<file path="config.mk">
export PLATFORM = sky130hd
export DESIGN_NAME = rhd_cmd_responder
export DESIGN_NICKNAME = d
export VERILOG_FILES = /design/src/rtl/rhd_cmd_responder.sv
export SDC_FILE = /design/constraint.sdc
export NUM_CORES = 1
export LEC_CHECK = 0
export BUFFER_PORTS_ARGS = -buffer_cell sky130_fd_sc_hd__buf_2
export CAP_MARGIN = 20
export CORE_MARGIN = 2
export CORE_UTILIZATION = 30
export CTS_BUF_LIST = sky130_fd_sc_hd__clkbuf_4
export DETAILED_ROUTE_END_ITERATION = 16
export MAX_ROUTING_LAYER = met4
export PLACE_DENSITY = 0.47
export SYNTH_ARGS = -nofsm -noshare
export SYNTH_HDL_FRONTEND = slang
export SYNTH_SLANG_ARGS = --single-unit
</file>
<file path="constraint.sdc">
create_clock -name clk -period 3.9 [get_ports clk]
set_input_delay 0.975 -clock clk [delete_from_list [all_inputs] [get_ports clk]]
set_output_delay 0.975 -clock clk [all_outputs]
set_load 0.01 [all_outputs]
</file>
<file path="src/rtl/rhd_cmd_responder.sv">
// Chip-side responder for the RHD2000-style 16-bit SPI command link with a 64x8 register map.
// Optional RHD_ADC_TWOS_COMP_EN: CONVERT results are offset-flipped when reg4[6] is set.
module rhd_cmd_responder #(
    parameter logic [7:0]  CHIP_ID     = 8'd1,
    parameter logic [7:0]  NUM_AMPS    = 8'd32,
    parameter int unsigned SYNC_STAGES = 2
) (
    input  logic        clk,
    input  logic        rstn,
    input  logic        SCLK,
    input  logic        MOSI,
    input  logic        CS,
    output logic        MISO,
    input  logic [15:0] adc_data,
    output logic        conv_stb,
    output logic [5:0]  conv_chan,
    output logic        frame_err
);

    localparam int unsigned WORD_W    = 16;
    localparam int unsigned CNT_W     = 5;
    localparam int unsigned RAM_DEPTH = 18;
    localparam logic [CNT_W-1:0] CNT_FULL = CNT_W'(WORD_W);
    localparam logic [CNT_W-1:0] CNT_SAT  = CNT_W'(WORD_W + 1);

    typedef enum logic [1:0] {
        IDLE   = 2'd0,
        SHIFT  = 2'd1,
        DECODE = 2'd2
    } state_t;

    logic [SYNC_STAGES-1:0] sclk_sync, mosi_sync, cs_sync;
    logic                   sclk_q, cs_q;
    logic                   sclk_s, mosi_s, cs_s;
    logic                   sclk_rise_c, sclk_fall_c, cs_fall_c, cs_rise_c;

    state_t              state;
    logic [CNT_W-1:0]    bit_cnt;
    logic [WORD_W-1:0]   shreg;
    logic [WORD_W-1:0]   tx_shift;
    logic [WORD_W-1:0]   slot0, slot1;
    logic [7:0]          ram [RAM_DEPTH];

    logic [5:0]          reg_addr_c;
    logic [7:0]          rd_val_c;
    logic [WORD_W-1:0]   result_c;
    logic                wr_en_c;

    // Input synchronizers plus one extra flop on SCLK and CS for edge detection
    always_ff @(posedge clk or negedge rstn) begin
        if (!rstn) begin
            sclk_sync <= '0;
            mosi_sync <= '0;
            cs_sync   <= '1;
            sclk_q    <= 1'b0;
            cs_q      <= 1'b1;
        end else begin
            sclk_sync <= {sclk_sync[SYNC_STAGES-2:0], SCLK};
            mosi_sync <= {mosi_sync[SYNC_STAGES-2:0], MOSI};
            cs_sync   <= {cs_sync[SYNC_STAGES-2:0], CS};
            sclk_q    <= sclk_sync[SYNC_STAGES-1];
            cs_q      <= cs_sync[SYNC_STAGES-1];
        end
    end

    assign sclk_s      = sclk_sync[SYNC_STAGES-1];
    assign mosi_s      = mosi_sync[SYNC_STAGES-1];
    assign cs_s        = cs_sync[SYNC_STAGES-1];
    assign sclk_rise_c = sclk_s & ~sclk_q;
    assign sclk_fall_c = ~sclk_s & sclk_q;
    assign cs_fall_c   = ~cs_s & cs_q;
    assign cs_rise_c   = cs_s & ~cs_q;

    assign reg_addr_c = shreg[13:8];

    // Register map read: RAM, "INTAN" ROM and identification registers
    always_comb begin
        rd_val_c = 8'h00;
        if (reg_addr_c < 6'(RAM_DEPTH)) begin
            rd_val_c = ram[reg_addr_c[4:0]];
        end else begin
            case (reg_addr_c)
                6'd40:   rd_val_c = 8'h49;
                6'd41:   rd_val_c = 8'h4E;
                6'd42:   rd_val_c = 8'h54;
                6'd43:   rd_val_c = 8'h41;
                6'd44:   rd_val_c = 8'h4E;
                6'd60:   rd_val_c = 8'h01;
                6'd62:   rd_val_c = NUM_AMPS;
                6'd63:   rd_val_c = CHIP_ID;
                default: rd_val_c = 8'h00;
            endcase
        end
    end

    // Command result for the word being decoded
    always_comb begin
        result_c = '0;
        wr_en_c  = 1'b0;
        case (shreg[15:14])
            2'b00: begin
`ifdef RHD_ADC_TWOS_COMP_EN
                result_c = ram[4][6] ? (adc_data ^ 16'h8000) : adc_data;
`else
                result_c = adc_data;
`endif
            end
            2'b01: result_c = '0;
            2'b10: begin
                result_c = {8'hFF, shreg[7:0]};
                wr_en_c  = (reg_addr_c < 6'(RAM_DEPTH));
            end
            default: result_c = {8'h00, rd_val_c};
        endcase
    end

    // Frame FSM, response pipeline and MISO shifter; slot0 is what the next frame transmits
    always_ff @(posedge clk or negedge rstn) begin
        if (!rstn) begin
            state     <= IDLE;
            bit_cnt   <= '0;
            shreg     <= '0;
            tx_shift  <= '0;
            slot0     <= '0;
            slot1     <= '0;
            MISO      <= 1'b0;
            conv_stb  <= 1'b0;
            conv_chan <= '0;
            frame_err <= 1'b0;
            for (int i = 0; i < int'(RAM_DEPTH); i++) begin
                ram[i] <= '0;
            end
        end else begin
            conv_stb  <= 1'b0;
            frame_err <= 1'b0;
            case (state)
                IDLE: begin
                    if (cs_fall_c) begin
                        state    <= SHIFT;
                        bit_cnt  <= '0;
                        MISO     <= slot0[15];
                        tx_shift <= {slot0[14:0], 1'b0};
                    end
                end
                SHIFT: begin
                    if (cs_rise_c) begin
                        MISO <= 1'b0;
                        if (bit_cnt == CNT_FULL) begin
                            state <= DECODE;
                            if (shreg[15:14] == 2'b00) begin
                                conv_stb  <= 1'b1;
                                conv_chan <= shreg[13:8];
                            end
                        end else begin
                            state     <= IDLE;
                            frame_err <= 1'b1;
                        end
                    end else if (sclk_rise_c) begin
                        shreg <= {shreg[14:0], mosi_s};
                        if (bit_cnt != CNT_SAT) begin
                            bit_cnt <= bit_cnt + CNT_W'(1);
                        end
                    end else if (sclk_fall_c) begin
                        MISO     <= tx_shift[15];
                        tx_shift <= {tx_shift[14:0], 1'b0};
                    end
                end
                DECODE: begin
                    slot0 <= slot1;
                    slot1 <= result_c;
                    if (wr_en_c) begin
                        ram[reg_addr_c[4:0]] <= shreg[7:0];
                    end
                    state <= IDLE;
                end
                default: state <= IDLE;
            endcase
        end
    end

endmodule

</file>
==> results.md, run 1 <==
- Clk_skew: 0.04580 ns
- Htree depth: 3
- Achievable frequency: 370.5 MHz
- Min Tclk post-route: 2.699 ns
- Cell variety after synth: 60
- Status: complete, no violations
- Crit path DAT: 3.20 ns
- Tightest Pin Transition: 1.047 ns
- PortBufs: 29
- First-pass GRT wire length: 42520 um
- CTS Hold Buffers Added: 0
- Power per cell area: 447.4 mW/mm^2
- # nets final: 905
- Placer congestion estimate: 0.7785
- Share of layout cells above drive strength 1: 0.4115
- Placed Area: 0.01116 sq mm
- DRC viols: 0
- Max incr delay on CP: 1.06 ns
- Cell taking the most area after synthesis: dfrtp_1
- Number of synthesized flops with an enable pin: 0
- Initial antenna violation count: 1
- Vias in the first global route: 7108
- Max-slew violation count: 0
- Synth warnings: 0
- Worst R2R Path Depth: 6
- Routed wire length: 26170 um
- Final Setup Violations: 0
- FP Rows: 68
- PostCTS Resize Cnt: 0
- RSZ-0062 raised after global routing: false
- Mean cell area of the mapped netlist: 12.71 sq um
- Clock slew at reported path FFs: 0.06 ns
- Static leakage: 5.783 nW
- Max clock buf depth: 3
- Sequential cell area: 0.005788 sq mm
- CP Max Fanout: 66
- Die ar.: 0.03669 sq mm
- Post-route worst setup slack: 1.201 ns
- Synth area leaders: dfrtp_1 (54%), mux2_2 (21%), mux4_2 (3.4%)
- Layout fillers: 3466
- Tcrit/Tclk final: 0.6920
- Worst slew margin: 0.3017
- Place WS: 1.196 ns
- Worst Hold Class: in2async
- Post-CTS Repair Setup Buffers: 0
- Register area share after synthesis: 0.5481
- Top FF cell, synth: dfrtp_1
- Drt first pass iters: 4
- DR vias: 6749
- Post-DR wirelength/cell: 18.99 um
- Post-DP HPWL: 16160 um
- CTS tree: yes
- Cells after synthesis: 830
- Final Hold Fails: 0
- CP Cell Sequence: buf_4 > mux4_2 > a22oi_1 > o21ai_0 > o21ai_0 > a21oi_1
- Root Buffer: clkbuf_4
- Die height: 191.6 um
- Yosys top cell area share: 0.5407
- Gr usage total: 0.1561
- Largest net degree at the start of global routing: 77
- Mapped Nets: 854
- Total CTS buffers: 67
- Multi-input combinational cell area: 0.004483 sq mm
- FF+latch count, synth: 231
- Slowest library cell on the worst path: dfrtp_4
- Clock sinks: 231
- Post-route setup TNS: 0 ns
- Die W: 191.6 um
- WP buf/inv: 1
- I/O pin total: 30
- Worst path depth: 6
- Remaining antenna violation count after routing: 0
- Vias per inst: 4.898
- Total grt overflow: 0
- Setup CP Type: reg2reg
- Clock insertion delay at the later pin of the skew report: 0.65 ns
- Crit path from: shreg[8]
- Reg2Reg Launch Point: shreg[8]
- Synth async-reset ratio: 1.000
- CP top delay family: flip-flops
- Final non-filler cell area: 0.01200 sq mm
- Mapped Area: 0.01055 sq mm
- Core area: 0.03463 sq mm
- Area grow syn2layout: 13.72%
- Starting density of the core: 0.3047
- Worst Setup End Kind: register
- Crit-path most repeated cell: o21ai_0
- Max-Cap Viols: 0
- Initial DRC count: 410
- Worst endpoint required time: 4.40 ns
- CP Launch Type: register
- Hold WS: 0.3000 ns
- Worst IR Drop VDD: 0.2474 mV
==> layout by cell type (no fill, tap or decap), types with 3 or more instances in the layout <==
| cell type | Yosys | routed |
|---|---|---|
| a211oi_1 | 4 | 4 |
| a21oi_1 | 10 | 10 |
| a22oi_1 | 4 | 4 |
| a31oi_1 | 3 | 3 |
| buf_12 | 0 | 3 |
| buf_2 | 13 | 28 |
| buf_4 | 4 | 12 |
| clkbuf_4 | 0 | 97 |
| clkinv_1 | 0 | 7 |
| dfrtp_1 | 228 | 227 |
| dfstp_2 | 3 | 3 |
| ha_1 | 3 | 3 |
| inv_1 | 5 | 5 |
| mux2_2 | 201 | 201 |
| mux2i_1 | 26 | 26 |
| mux4_2 | 16 | 16 |
| nand2_1 | 93 | 93 |
| nand2b_1 | 8 | 8 |
| nand3_1 | 9 | 9 |
| nor2_1 | 28 | 28 |
| nor2b_1 | 9 | 7 |
| nor3_1 | 10 | 10 |
| nor4_1 | 3 | 3 |
| nor4b_1 | 3 | 3 |
| o21ai_0 | 30 | 30 |
| o22ai_1 | 16 | 16 |
| o31ai_1 | 8 | 8 |
| or3_1 | 4 | 4 |
| xnor2_1 | 3 | 3 |
==> final cells by class <==
class                           instances  area share
Antenna cell                            2   0.0004171
Timing Repair Buffer                   44     0.02544
Multi-Input combinational cell        532      0.3736
Clock inverter                         12    0.008550
Clock buffer                           97     0.06068
Sequential cell                       231      0.4823
Inverter                                5    0.001564
Tap cell                              455     0.04744
==> power breakdown <==
group	switching, mW	internal [mW]
Combinational	0.243	0.158
Clock	1.01	1.26
Sequential	0.238	2.46
Total	1.49	3.88
==> worst paths after layout <==
check / end / slack (ns)
max in group asynchronous: ram[27] / 2.81
worst max-delay path: slot1[4] / 1.20
worst max register to register: slot1[4] / 1.20
min in group clk: mosi_sync[1] / 0.31
worst min register to register: mosi_sync[1] / 0.31
worst min-delay path: bit_cnt[1] / 0.30
==> flip-flops by register name, summed over array words and instances (netlist names) <==
register	cells
MISO	1
sclk_q	1
mosi_sync	2
conv_stb	1
slot1	16
tx_shift	15
conv_chan	6
bit_cnt	5
ram	144
slot0	16
sclk_sync	2
frame_err	1
cs_sync	2
cs_q	1
state	2
shreg	16
==> metal layers <==
| metal | track usage | wire, um | vias to the layer above |
|---|---|---|---|
| li1 | - | - | 3119 |
| met1 | 0.2126 | 12600 | 3453 |
| met5 | - | 0 | - |
| met2 | 0.2288 | 11730 | 134 |
| met4 | 0.05473 | 620 | 0 |
| met3 | 0.03396 | 1219 | 43 |
==> cells in the mapped netlist (4+ instances only) <==
| cell type | count |
|---|---|
| buf_1 | 5 |
| mux4_2 | 16 |
| a22oi_1 | 4 |
| o31ai_1 | 8 |
| nand3_1 | 9 |
| buf_4 | 4 |
| mux2_2 | 201 |
| nand2_1 | 93 |
| o22ai_1 | 16 |
| or3_1 | 4 |
| a21oi_1 | 10 |
| nor2b_1 | 9 |
| nor2_1 | 28 |
| nor3_1 | 10 |
| buf_2 | 13 |
| dfrtp_1 | 228 |
| mux2i_1 | 26 |
| nand2b_1 | 8 |
| a211oi_1 | 4 |
| inv_1 | 5 |
| clkbuf_1 | 39 |
| o21ai_0 | 30 |
==> logic make-up after synthesis <==
kind of cell	after synthesis	share of synthesized area
mux	244	0.2744
simple gates	188	0.08655
buf+inv	67	0.02751
fa+ha+maj	3	0.003557
xor+xnor	4	0.003321
flops	231	0.5481
compound gates	93	0.05656
==> stage by stage <==
| step | std cells | total power, mW | utilization |
|---|---|---|---|
| 6_report | 1378 | 5.369 | 0.3465 |
| 3_3_place_gp | 1267 | 3.156 | 0.3224 |
| 3_5_place_dp | 1267 | 3.151 | 0.3224 |
| 5_1_grt | 1378 | 5.674 | 0.3465 |
| 4_1_cts | 1376 | 5.480 | 0.3464 |
| 2_1_floorplan | 830 | 2.897 | - |
(Power assumes the default switching activity.)
==> run 2: changes to the inputs <==
PLACE_DENSITY = 0.49   (was 0.47)
clock period = 2.19 ns   (was 3.9 ns; I/O delays follow)
==> run 2 against run 1 <==
  * Wire length is 1.7% higher
  * Register-to-register slack worse by 1.1 ns
  * Setup slack worse by 1.1 ns
  * Count of clock-buffer cells in the layout is 5 lower
  * Core utilization is 1.2 points higher
==> results.md, run 2 (synthesis gave the netlist of run 1 again) <==
- Status: complete, no violations
- Worst Hold Class: in2reg
- Most frequent cells in the layout: dfrtp_1 (227), mux2_2 (201), nand2_1 (93), clkbuf_4 (92), buf_4 (47)
- Vias in the first global route: 7309
- Setup CP Type: reg2reg
- Achievable frequency: 472.7 MHz
- CTS tree: yes
- I/O pin total: 30
- Remaining antenna violation count after routing: 0
- # nets final: 948
- Worst path depth: 6
- Largest net degree at the start of global routing: 53
- Post-DP HPWL: 17260 um
- CP Cell Sequence: buf_12 > mux4_2 > a221oi_1 > buf_4 > a311oi_2 > a221o_1
- Worst IR Drop VDD: 0.3082 mV
- Core area: 0.03463 sq mm
- Post-route setup TNS: 0 ns
- Final non-filler cell area: 0.01242 sq mm
- Routed wire length: 26610 um
- Worst Setup End Kind: register
- Multi-input combinational cell area: 0.004503 sq mm
- Max clock buf depth: 3
- Drt first pass iters: 6
- Post-DR wirelength/cell: 18.74 um
- Initial antenna violation count: 1
- Share of layout cells above drive strength 1: 0.4345
- R2R Setup Slk: 0.07 ns
- Biggest register: ram
- WP buf/inv: 2
- Max-Cap Viols: 0
- First-pass GRT wire length: 41990 um
- Clock insertion delay at the later pin of the skew report: 0.72 ns
- DR vias: 6916
- CP Max Fanout: 5
- Max FFs per register: 144
- Max incr delay on CP: 0.52 ns
- DRC viols: 0
- Crit path DAT: 2.69 ns
- Placed Area: 0.01158 sq mm
- CP top delay family: compound AO/OA/AOI/OAI gates
- Crit path from: shreg[8]
- Max-slew violation count: 0
- Tcrit/Tclk final: 0.9659
- FP Rows: 68
- RSZ-0062 raised after global routing: true
- Gr usage total: 0.1536
- Layout fillers: 3417
- Die height: 191.6 um
- Static leakage: 6.012 nW
- Hold Path Origin: adc_data[12]
- Clock slew at reported path FFs: 0.07 ns
- Total grt overflow: 0
- Final Setup Violations: 0
- Min Tclk post-route: 2.115 ns
- Tightest Pin Transition: 0.6523 ns
- Most common cell after layout, fill and taps aside: dfrtp_1
- Reg2Reg Launch Point: shreg[8]
- Placer congestion estimate: 0.7874
- Worst R2R Path Depth: 6
- CP Launch Type: register
- Clk_skew: 0.03791 ns
- PortBufs: 29
- Total CTS buffers: 61
- Final Hold Fails: 0
- Clock sinks: 231
- R2R Path End: slot1[0]
- End point of the critical path: slot1[0]
- Slowest library cell on the worst path: mux4_2
- Area grow syn2layout: 17.74%
- Sequential cell area: 0.005788 sq mm
- Die ar.: 0.03669 sq mm
- Starting density of the core: 0.3047
- Htree depth: 2
- Root Buffer: clkbuf_4
- Initial DRC count: 283
- Worst endpoint required time: 2.76 ns
- Die W: 191.6 um
- Power per cell area: 753.0 mW/mm^2
- Worst slew margin: 0.5642
- Vias per inst: 4.870
## run 2: worst min path at each step
| stage | endpoint | slack, ns | cells after the start |
|---|---|---|---|
| 6_report | slot1[12] | 0.12 | 3 |
| 4_1_cts | slot1[12] | 0.05 | 3 |
| 3_3_place_gp | sclk_sync[1] | 0.33 | 0 |
| 5_1_grt | slot1[11] | 0.08 | 3 |
| 3_5_place_dp | mosi_sync[1] | 0.34 | 0 |
| 2_1_floorplan | MISO | 0.25 | 0 |
## run 2: timing repair
| action | in CTS | in global routing |
|---|---|---|
| setup buffers | 0 | 2 |
| gates resized for setup | 2 | 2 |
| endpoints found under the hold margin | 45 | 0 |
| cloned | 0 | 1 |
| endpoints found under the setup margin | 1 | 41 |
| hold buffers | 4 | 0 |
## run 2: routing by layer
layer	up-vias	part of all wire	wire, um	track usage
met5	-	0	0	-
met4	0	0.018	471	0.05000
met3	38	0.041	1078	0.03029
met2	139	0.46	12270	0.2376
met1	3519	0.48	12780	0.2024
li1	3220	-	-	-
## run 2: area by class of cell
| class | count | share of cell area |
|---|---|---|
| inverters | 5 | 0.001511 |
| clock inverters | 9 | 0.002719 |
| flip-flops and latches | 231 | 0.4659 |
| diodes | 3 | 0.0006042 |
| clock buffers | 92 | 0.05559 |
| well taps | 455 | 0.04582 |
| repair buffers | 93 | 0.06546 |
| multi-input cells | 532 | 0.3624 |
## run 2: tightest hold or removal path, delay by kind of cell
kind	cells	cell delay (ns)
AO/OA/AOI/OAI	1	0.06
buffers and inverters	1	0.10
AND/OR/NAND/NOR	1	0.08
## run 2: per-stage QoR
stage | cells | setup slack, ns | total power, mW | util | hold WS (ns)
final | 1420 | 0.07464 | 9.356 | 0.3588 | 0.1210
after global routing | 1420 | -0.03981 | 9.859 | 0.3588 | 0.07998
after floorplan | 830 | 0.1514 | 5.160 | - | 0.2519
after CTS | 1414 | 0.02826 | 9.523 | 0.3567 | 0.04857
after global placement | 1309 | -0.04711 | 5.804 | 0.3344 | 0.3343
after detailed placement | 1309 | -0.03987 | 5.812 | 0.3344 | 0.3418
## run 2: report_power, final
part | switching, mW | internal, mW | total (mW)
logic | 0.835 | 0.426 | 1.26
registers | 0.101 | 4.38 | 4.48
clock network | 1.73 | 1.88 | 3.61
